**src/rtl/alu_pkg.sv**
```systemverilog
// -----------------------------------------------------------------------------
// alu_pkg
// Shared definitions for the ALU issue path: operand/opcode widths, the ALU
// opcode encodings, the issue-entry layout and the issue-queue FSM states.
// No ports (package).
// -----------------------------------------------------------------------------
package alu_pkg;

  localparam int ALU_WIDTH = 16;
  localparam int OPCODE_W  = 3;

  typedef enum logic [OPCODE_W-1:0] {
    OP_NOP = 3'b000,
    OP_ADD = 3'b001,
    OP_SUB = 3'b010,
    OP_AND = 3'b011,
    OP_XOR = 3'b100,
    OP_SHL = 3'b101,
    OP_SHR = 3'b110,
    OP_ORA = 3'b111
  } alu_op_e;

  // One queued instruction; the packed order matches {opcode, x, y}.
  typedef struct packed {
    logic [OPCODE_W-1:0]  opcode;
    logic [ALU_WIDTH-1:0] x;
    logic [ALU_WIDTH-1:0] y;
  } issue_entry_t;

  typedef enum logic [1:0] {
    ST_IDLE  = 2'd0,
    ST_RUN   = 2'd1,
    ST_STALL = 2'd2
  } issue_state_e;

endpackage

```
**src/rtl/alu_issue_fifo.sv**
```systemverilog
// -----------------------------------------------------------------------------
// alu_issue_fifo
// Entry storage plus read/write pointers and occupancy for the issue queue.
// The parent guarantees push only when not full and pop only when not empty.
// Ports:
//   clk, rst_n        clock, asynchronous active-low reset
//   push, pop, flush  write head entry / retire oldest entry / empty the queue
//   wr_data           entry written on push
//   rd_data           oldest entry (valid when count != 0)
//   count             current occupancy, 0..DEPTH
// -----------------------------------------------------------------------------
module alu_issue_fifo #(
  parameter int DEPTH   = 4,
  parameter int ENTRY_W = 35
) (
  input  logic                   clk,
  input  logic                   rst_n,
  input  logic                   push,
  input  logic                   pop,
  input  logic                   flush,
  input  logic [ENTRY_W-1:0]     wr_data,
  output logic [ENTRY_W-1:0]     rd_data,
  output logic [$clog2(DEPTH):0] count
);

  localparam int PTR_W = $clog2(DEPTH);
  localparam int CNT_W = PTR_W + 1;

  logic [ENTRY_W-1:0] mem_q [DEPTH];
  logic [PTR_W-1:0]   wr_ptr_q, wr_ptr_d;
  logic [PTR_W-1:0]   rd_ptr_q, rd_ptr_d;
  logic [CNT_W-1:0]   count_q, count_d;

  // DEPTH is a power of two, so plain pointer increment wraps modulo DEPTH.
  always_comb begin
    wr_ptr_d = wr_ptr_q;
    rd_ptr_d = rd_ptr_q;
    count_d  = count_q;
    if (flush) begin
      wr_ptr_d = '0;
      rd_ptr_d = '0;
      count_d  = '0;
    end else begin
      if (push) wr_ptr_d = wr_ptr_q + PTR_W'(1);
      if (pop)  rd_ptr_d = rd_ptr_q + PTR_W'(1);
      case ({push, pop})
        2'b10:   count_d = count_q + CNT_W'(1);
        2'b01:   count_d = count_q - CNT_W'(1);
        default: count_d = count_q;
      endcase
    end
  end

  always_ff @(posedge clk or negedge rst_n) begin
    if (!rst_n) begin
      wr_ptr_q <= '0;
      rd_ptr_q <= '0;
      count_q  <= '0;
    end else begin
      wr_ptr_q <= wr_ptr_d;
      rd_ptr_q <= rd_ptr_d;
      count_q  <= count_d;
    end
  end

  // Storage is not reset; stale contents are never visible because count
  // gates every read in the parent.
  always_ff @(posedge clk) begin
    if (push) mem_q[wr_ptr_q] <= wr_data;
  end

  // Unregistered head read: the parent's X/Y/Opcode flops act as the read
  // register, which keeps issue latency at one edge after the push edge.
  assign rd_data = mem_q[rd_ptr_q];
  assign count   = count_q;

endmodule

```
**src/rtl/alu_issue_queue.sv**
```systemverilog
// -----------------------------------------------------------------------------
// alu_issue_queue
// Buffers ALU instructions and issues them one per cycle, in order, with a
// registered operand/opcode interface and a one-cycle Enable strobe.
// Optional feature: define ALU_ISSUE_STATS_EN to add the ISSUE_CNT output,
// a 16-bit wrapping count of Enable pulses (cleared only by reset).
// Ports:
//   CLK, RST                  clock, asynchronous active-low reset
//   IN_VALID/IN_READY         producer handshake (IN_READY = not full)
//   IN_OPCODE, IN_X, IN_Y     offered instruction
//   HOLD                      downstream stall, blocks issue while high
//   FLUSH                     synchronous discard of all queued entries
//   Enable, X, Y, Opcode      registered issue interface to the ALU
//   COUNT                     current occupancy
//   ISSUE_CNT                 issue counter (ALU_ISSUE_STATS_EN only)
// -----------------------------------------------------------------------------
module alu_issue_queue
  import alu_pkg::*;
#(
  parameter int DEPTH = 4,
  parameter int WIDTH = ALU_WIDTH
) (
  input  logic                   CLK,
  input  logic                   RST,
  input  logic                   IN_VALID,
  output logic                   IN_READY,
  input  logic [OPCODE_W-1:0]    IN_OPCODE,
  input  logic [WIDTH-1:0]       IN_X,
  input  logic [WIDTH-1:0]       IN_Y,
  input  logic                   HOLD,
  input  logic                   FLUSH,
  output logic                   Enable,
  output logic [WIDTH-1:0]       X,
  output logic [WIDTH-1:0]       Y,
  output logic [OPCODE_W-1:0]    Opcode,
  output logic [$clog2(DEPTH):0] COUNT
`ifdef ALU_ISSUE_STATS_EN
  ,
  output logic [15:0]            ISSUE_CNT
`endif
);

  localparam int CNT_W   = $clog2(DEPTH) + 1;
  localparam int ENTRY_W = OPCODE_W + 2 * WIDTH;
  localparam logic [CNT_W-1:0] FULL_CNT = CNT_W'(DEPTH);

  issue_state_e         state_q, state_d;
  logic                 enable_q, enable_d;
  logic [WIDTH-1:0]     x_q, x_d;
  logic [WIDTH-1:0]     y_q, y_d;
  logic [OPCODE_W-1:0]  opcode_q, opcode_d;

  logic                 push;
  logic                 pop;
  logic [CNT_W-1:0]     count;
  logic [ENTRY_W-1:0]   head;
  logic [OPCODE_W-1:0]  head_op;
  logic [WIDTH-1:0]     head_x;
  logic [WIDTH-1:0]     head_y;

  alu_issue_fifo #(
    .DEPTH   (DEPTH),
    .ENTRY_W (ENTRY_W)
  ) u_fifo (
    .clk     (CLK),
    .rst_n   (RST),
    .push    (push),
    .pop     (pop),
    .flush   (FLUSH),
    .wr_data ({IN_OPCODE, IN_X, IN_Y}),
    .rd_data (head),
    .count   (count)
  );

  assign {head_op, head_x, head_y} = head;

  // Full refuses the offer even when a pop frees a slot at the same edge.
  assign IN_READY = (count != FULL_CNT);

  // Non-IDLE always implies a non-empty queue, so the state alone gates pop.
  // FLUSH overrides both directions; the offered entry is simply dropped.
  always_comb begin
    push = IN_VALID && IN_READY && !FLUSH;
    pop  = (state_q != ST_IDLE) && !HOLD && !FLUSH;
  end

  always_comb begin
    state_d = state_q;
    if (FLUSH) begin
      state_d = ST_IDLE;
    end else begin
      case (state_q)
        ST_IDLE: if (push) state_d = ST_RUN;
        ST_RUN, ST_STALL: begin
          if (HOLD)                              state_d = ST_STALL;
          else if (count == CNT_W'(1) && !push)  state_d = ST_IDLE;
          else                                   state_d = ST_RUN;
        end
        default: state_d = ST_IDLE;
      endcase
    end
  end

  // Issue registers load only on a pop and otherwise keep the last issue.
  always_comb begin
    enable_d = pop;
    x_d      = x_q;
    y_d      = y_q;
    opcode_d = opcode_q;
    if (pop) begin
      x_d      = head_x;
      y_d      = head_y;
      opcode_d = head_op;
    end
  end

  always_ff @(posedge CLK or negedge RST) begin
    if (!RST) begin
      state_q  <= ST_IDLE;
      enable_q <= 1'b0;
      x_q      <= '0;
      y_q      <= '0;
      opcode_q <= OP_NOP;
    end else begin
      state_q  <= state_d;
      enable_q <= enable_d;
      x_q      <= x_d;
      y_q      <= y_d;
      opcode_q <= opcode_d;
    end
  end

  assign Enable = enable_q;
  assign X      = x_q;
  assign Y      = y_q;
  assign Opcode = opcode_q;
  assign COUNT  = count;

`ifdef ALU_ISSUE_STATS_EN
  logic [15:0] issue_cnt_q, issue_cnt_d;

  // Counts at the pop edge so ISSUE_CNT already includes the visible pulse.
  always_comb begin
    issue_cnt_d = issue_cnt_q;
    if (pop) issue_cnt_d = issue_cnt_q + 16'd1;
  end

  always_ff @(posedge CLK or negedge RST) begin
    if (!RST) issue_cnt_q <= '0;
    else      issue_cnt_q <= issue_cnt_d;
  end

  assign ISSUE_CNT = issue_cnt_q;
`endif

endmodule

```
**config.mk**
```make
export PLATFORM = sky130hd
export DESIGN_NAME = alu_issue_queue
export DESIGN_NICKNAME = d
export VERILOG_FILES = /design/src/rtl/alu_pkg.sv /design/src/rtl/alu_issue_fifo.sv /design/src/rtl/alu_issue_queue.sv
export SDC_FILE = /design/constraint.sdc
export NUM_CORES = 1
export LEC_CHECK = 0
export CAP_MARGIN = 20
export CORE_MARGIN = 3
export CORE_UTILIZATION = 60
export DETAILED_ROUTE_END_ITERATION = 8
export DONT_BUFFER_PORTS = 1
export MAX_ROUTING_LAYER = met4
export PLACE_DENSITY = 0.74
export SLEW_MARGIN = 20
export SYNTH_ARGS = -nofsm -noshare
export SYNTH_HDL_FRONTEND = slang
export SYNTH_SLANG_ARGS = --single-unit
```
**constraint.sdc**
```tcl
create_clock -name CLK -period 5.5 [get_ports CLK]
set_input_delay 1.1 -clock CLK [delete_from_list [all_inputs] [get_ports CLK]]
set_output_delay 1.1 -clock CLK [all_outputs]
set_load 0.03 [all_outputs]
```
After elaboration in Yosys (flattened, before gate mapping)
Memory sizes are Yosys's and may differ from the RTL's. A register that Yosys moved wholly into a read port is not among the register bits. Index checks and enable logic that the tools add are counted.

Bits in registers: 10. Bits in writable memories: 140. Memories kept: 1.

Multiplexer cells: 13. Add/subtract/negate cells: 4. Reduce and logical (&&, ||, !) cells: 15. Equality and inequality tests: 7.

Memory list: u_fifo.mem_q (words 4, width 35, rd ports 1, clocked after memory_dff 1, write ports 1, RTL line alu_issue_fifo.sv:29) `logic [ENTRY_W-1:0] mem_q [DEPTH];`.

Operator list (count): $mux W2 (7); $ne A3 B3 Y1 const B (2); $pmux W3 S2 (1); $reduce_bool A2 Y1 (3); $logic_and A1 B1 Y1 (5); $add A2 B1 Y2 const B (2); $eq A2 B1 Y1 const B (2); $eq A2 B2 Y1 const B (2); $logic_not A1 Y1 (4); $pmux W2 S2 (1); $add A3 B1 Y3 const B (1); $eq A3 B1 Y1 const B (1); $mux W1 (3); $mux W3 (1); $reduce_bool A3 Y1 (1); $sub A3 B1 Y3 const B (1); $logic_not A2 Y1 (1); $reduce_or A2 Y1 (1).

Longest topological paths before layout
Depth after elaboration: 9. Depth in mapped cells: 6. Gate-level depth less buffers: 5.

Hierarchy
Synthesis repeated with hierarchy kept, for this count alone.

Cell total of the unflattened synthesis: 317. Area total of the unflattened synthesis: 7049.3 um2.

Modules (own cells, without submodules): alu_issue_fifo (seq. area each 4379.2 um2, area each 5525.3 um2, cells each 222, times used 1); alu_issue_queue (seq. area each 950.9 um2, area each 1524.0 um2, cells each 95, times used 1).

Worst setup path after synthesis
Ideal clock, no wire load.

Path type: input to register. Start: input FLUSH. End: memory u_fifo.mem_q[0][0], enable pin. Stages on the path: 3. Library setup time: 0.396 ns. Required time: 5.104 ns. Path slack: 2.798 ns. Arrival time: 2.307 ns. Path buffers: 0. Path through: nand2b_1 -> a21oi_1 -> and2_1.

Longest elaborated chain between the ends: 4.

RTL lines: start: declaration (RTL line alu_issue_queue.sv:31) `input logic FLUSH,`; $logic_not A1 Y1 (RTL line alu_issue_queue.sv:83) `push = IN_VALID && IN_READY && !FLUSH;`; $logic_and A1 B1 Y1 (RTL line alu_issue_queue.sv:83); $mux W1 (RTL line alu_issue_fifo.sv:69) `if (push) mem_q[wr_ptr_q] <= wr_data;`; $mux W1 (not written as such) (RTL line alu_issue_fifo.sv:69); end: declaration (RTL line alu_issue_fifo.sv:29).

No other way between the ends.

Worst setup path in the final report
Start: register u_fifo.count_q[1] (netlist: u_fifo.count[1]). End: output IN_READY.

Longest elaborated chain between the ends: 1.

RTL lines: start: declaration (RTL line alu_issue_fifo.sv:32) `logic [CNT_W-1:0] count_q, count_d;`; start signal: assignment (RTL line alu_issue_fifo.sv:62) `count_q <= count_d;`; $ne A3 B3 Y1 (RTL line alu_issue_queue.sv:78) `assign IN_READY = (count != FULL_CNT);`; end: declaration (RTL line alu_issue_queue.sv:26) `output logic IN_READY,`.

No other way between the ends.

==> results.py <==
metrics = {
    "timing": {
        "max_slew_margin": 0.320,
        "fin_crit_sh": 0.502,
        "grt_setup_unrepaired": "no",
        "finalSetupViolCount": 0,
        "worst_pin_slew_ps": 1020,
        "fin_skew_ps": 5.17,
        "hold_viol": 0,
        "drv_slew": 0,
        "period_needed_ps": 2760,
        "setup_ws_ps": 2740,
        "max_freq_mhz": 362,
        "finalSetupTns_ps": 0,
    },
    "grt": {
        "grt_pass1_wl_um": 18200,
        "grt_usage": 0.198,
        "grtUsageMet2": 0.305,
        "antenna_found_initial": 0,
        "use_met1": 0.244,
        "top_usage_layer": "met2",
        "grt_start_max_net_pins": 46,
        "grt.overflow.total": 0,
        "use_met3": 0.0684,
        "grt_pass1_vias": 3225,
    },
    "placed_design": {
        "port_buffers": 0,
        "dp.final_hpwl_um": 6590,
        "place_inst": 459,
        "post-place-ws_ps": 2510,
        "place_congestion": 0.767,
    },
    "routing": {
        "drc_errors": 0,
        "drtIter0Drc": 136,
        "vias": 3015,
        "ant_nets": 0,
        "avgRoutedWirePerCell_um": 23.8,
        "firstDrtPassIters": 4,
        "via_per_inst": 6.14,
        "routed_wl_um": 11700,
    },
    "floorplanning": {
        "start_util": 0.622,
        "num_io_pins": 80,
        "coreArea_sq_mm": 0.0116,
        "dieArea_sq_mm": 0.0133,
        "die_width_um": 115,
        "fp.dieH_um": 115,
        "rows": 39,
    },
    "clock_tree": {
        "cts_sinks": 185,
        "ctsHtreeMaxLevel": 4,
        "cts_buffers": 17,
        "cts_resized": 0,
        "insertion_delay_ps": 410,
        "cts_setup_buffers": 0,
        "cts_root_buffer": "clkbuf_16",
        "clock_path_buffers": 2,
        "cts_tree": "done",
        "ctsHoldBuffers": 0,
        "path_clk_slew_ps": 60,
    },
    "outcome": {
        "status": "completed",
    },
    "power": {
        "vdd_ir_drop_max_v": 0.000334,
        "power.density_mw_per_mm2": 500,
        "p_leak_nw": 2.77,
    },
    "critical_path": {
        "path_class": "flip-flop to output port",
        "reg2reg_to": "X[13]$_DFFE_PN0P_",
        "end_kind": "output port",
        "crit_fanout": 5,
        "rr_worst_depth": 5,
        "regToRegSetupSlack_ps": 2890,
        "critPathLaunchType": "flip-flop",
        "required_ps": 4400,
        "worstReg2RegStart": "state_q[0]$_DFFE_PN0P_",
        "cp.arrival_ps": 1660,
    },
    "synth": {
        "synth_edf_count": 140,
        "yosysWarnings": 0,
        "ys_types": 34,
        "synth_top_area_cell": "edfxtp_1",
        "synth_top_area_frac": 0.585,
        "synth.net_count": 377,
        "synth.area.top_cells": "edfxtp_1 (58%), dfrtp_1 (16%), mux4_2 (8.8%), mux2_4 (5.8%), mux4_1 (2.6%)",
        "synth_area_sq_mm": 0.00719,
        "syn_inst": 327,
        "synth_top_flop_cell": "edfxtp_1",
        "syn_area_per_cell_sq_um": 22.0,
        "ys_seq_area_frac": 0.742,
        "synth_seq_cells": 185,
        "synth-async-reset-ratio": 0.243,
    },
    "final_layout": {
        "diodes": 0,
        "drive_above_1_share": 0.302,
        "area_growth_pct": 10.5,
        "post-route-util": 0.687,
        "final_cells": 491,
        "nets": 385,
    },
    "job": {
        "maxCapViolCount": 0,
    },
    "worst_hold_path": {
        "holdCritPathClass": "input pin to asynchronous set/reset pin",
    },
}
-- flip-flops by register name (all words and copies together), names as in the netlist --
register and flops:
Y 16, u_fifo.mem_q 140, state_q 2, u_fifo.rd_ptr_q 2
Opcode 3, X 16, u_fifo.count 3, u_fifo.wr_ptr_q 2
Enable 1
-- power breakdown --
group / total (W) / internal [W] / switching [W]
Sequential: 0.00212 / 0.00169 / 0.000430
Combinational: 0.000536 / 0.000331 / 0.000204
Clock: 0.00131 / 0.000827 / 0.000483
-- how the worst max path moves through the flow --
stage | start | end | slack [ps] | depth (start not counted)
finish | u_fifo.count[1]$_DFFE_PN0P_ | IN_READY | 2740 | 3
global placement | FLUSH | X[12]$_DFFE_PN0P_ | 2560 | 3
global route | u_fifo.count[1]$_DFFE_PN0P_ | IN_READY | 2670 | 3
floorplan | FLUSH | u_fifo.mem_q[0][0]$_DFFE_PP_ | 2800 | 3
detailed placement | FLUSH | Opcode[1]$_DFFE_PN0P_ | 2510 | 3
CTS | u_fifo.count[1]$_DFFE_PN0P_ | IN_READY | 2710 | 3
-- cells by family after synthesis --
group / after synthesis / share of synthesized area
compound gates: 13 / 0.0124
xor+xnor: 3 / 0.00557
fa+ha+maj: 11 / 0.0188
buf+inv: 20 / 0.0181
flops: 185 / 0.742
mux: 72 / 0.186
simple gates: 23 / 0.0179
-- routing by layer --
metal / wire, um / share of wire
met3: 801 / 0.069
met1: 4770 / 0.41
met4: 215 / 0.018
met2: 5900 / 0.50
met5: 0 / 0
-- final cells by class --
class | instances | area [sq um]
Sequential cell | 185 | 5330
Fill cell | 697 | 3620
Multi-Input combinational cell | 122 | 1730
Clock buffer | 23 | 499
Tap cell | 143 | 179
Clock inverter | 9 | 160
Inverter | 7 | 26.3
Timing Repair Buffer | 2 | 15.0
-- cell usage in the layout, fill, tap and decap left out, types with 2 or more instances in the layout --
| master | count |
|---|---|
| clkinv_4 | 4 |
| and2_2 | 4 |
| a21oi_1 | 4 |
| bufinv_16 | 4 |
| buf_4 | 2 |
| edfxtp_1 | 140 |
| o21ai_0 | 2 |
| mux2_2 | 8 |
| clkbuf_16 | 18 |
| mux2_4 | 28 |
| mux4_1 | 7 |
| xnor2_1 | 2 |
| ha_1 | 10 |
| nor2_1 | 6 |
| inv_1 | 7 |
| clkbuf_8 | 3 |
| clkbuf_1 | 2 |
| dfrtp_2 | 2 |
| mux4_2 | 28 |
| nand2_1 | 7 |
| dfrtp_1 | 43 |
-- synth_stat cells (2+ instances only) --
library cell and instances:
a21oi_1 4, and2_1 4, buf_2 2, buf_6 7
clkbuf_1 3, dfrtp_1 45, edfxtp_1 140, ha_1 10
inv_1 7, mux2_2 8, mux2_4 28, mux4_1 7
mux4_2 28, nand2_1 7, nor2_1 6, o21ai_0 2
xnor2_1 2
-- through the flow --
step | total power, W | hold slack, ps | instance area, sq um
after floorplan | 0.00258 | 539 | 7190
after global placement | 0.00267 | 550 | 7290
after detailed placement | 0.00269 | 564 | 7290
after CTS | 0.00401 | 352 | 7950
after global routing | 0.00412 | 347 | 7950
final | 0.00397 | 374 | 7950
-- worst max-delay path, cell delays in order (launching register included) --
cell,delay (ps)
dfrtp_1,570
inv_1,170
ha_1,260
nand2_1,250
No activity file was read; power rests on OpenSTA's default activity.
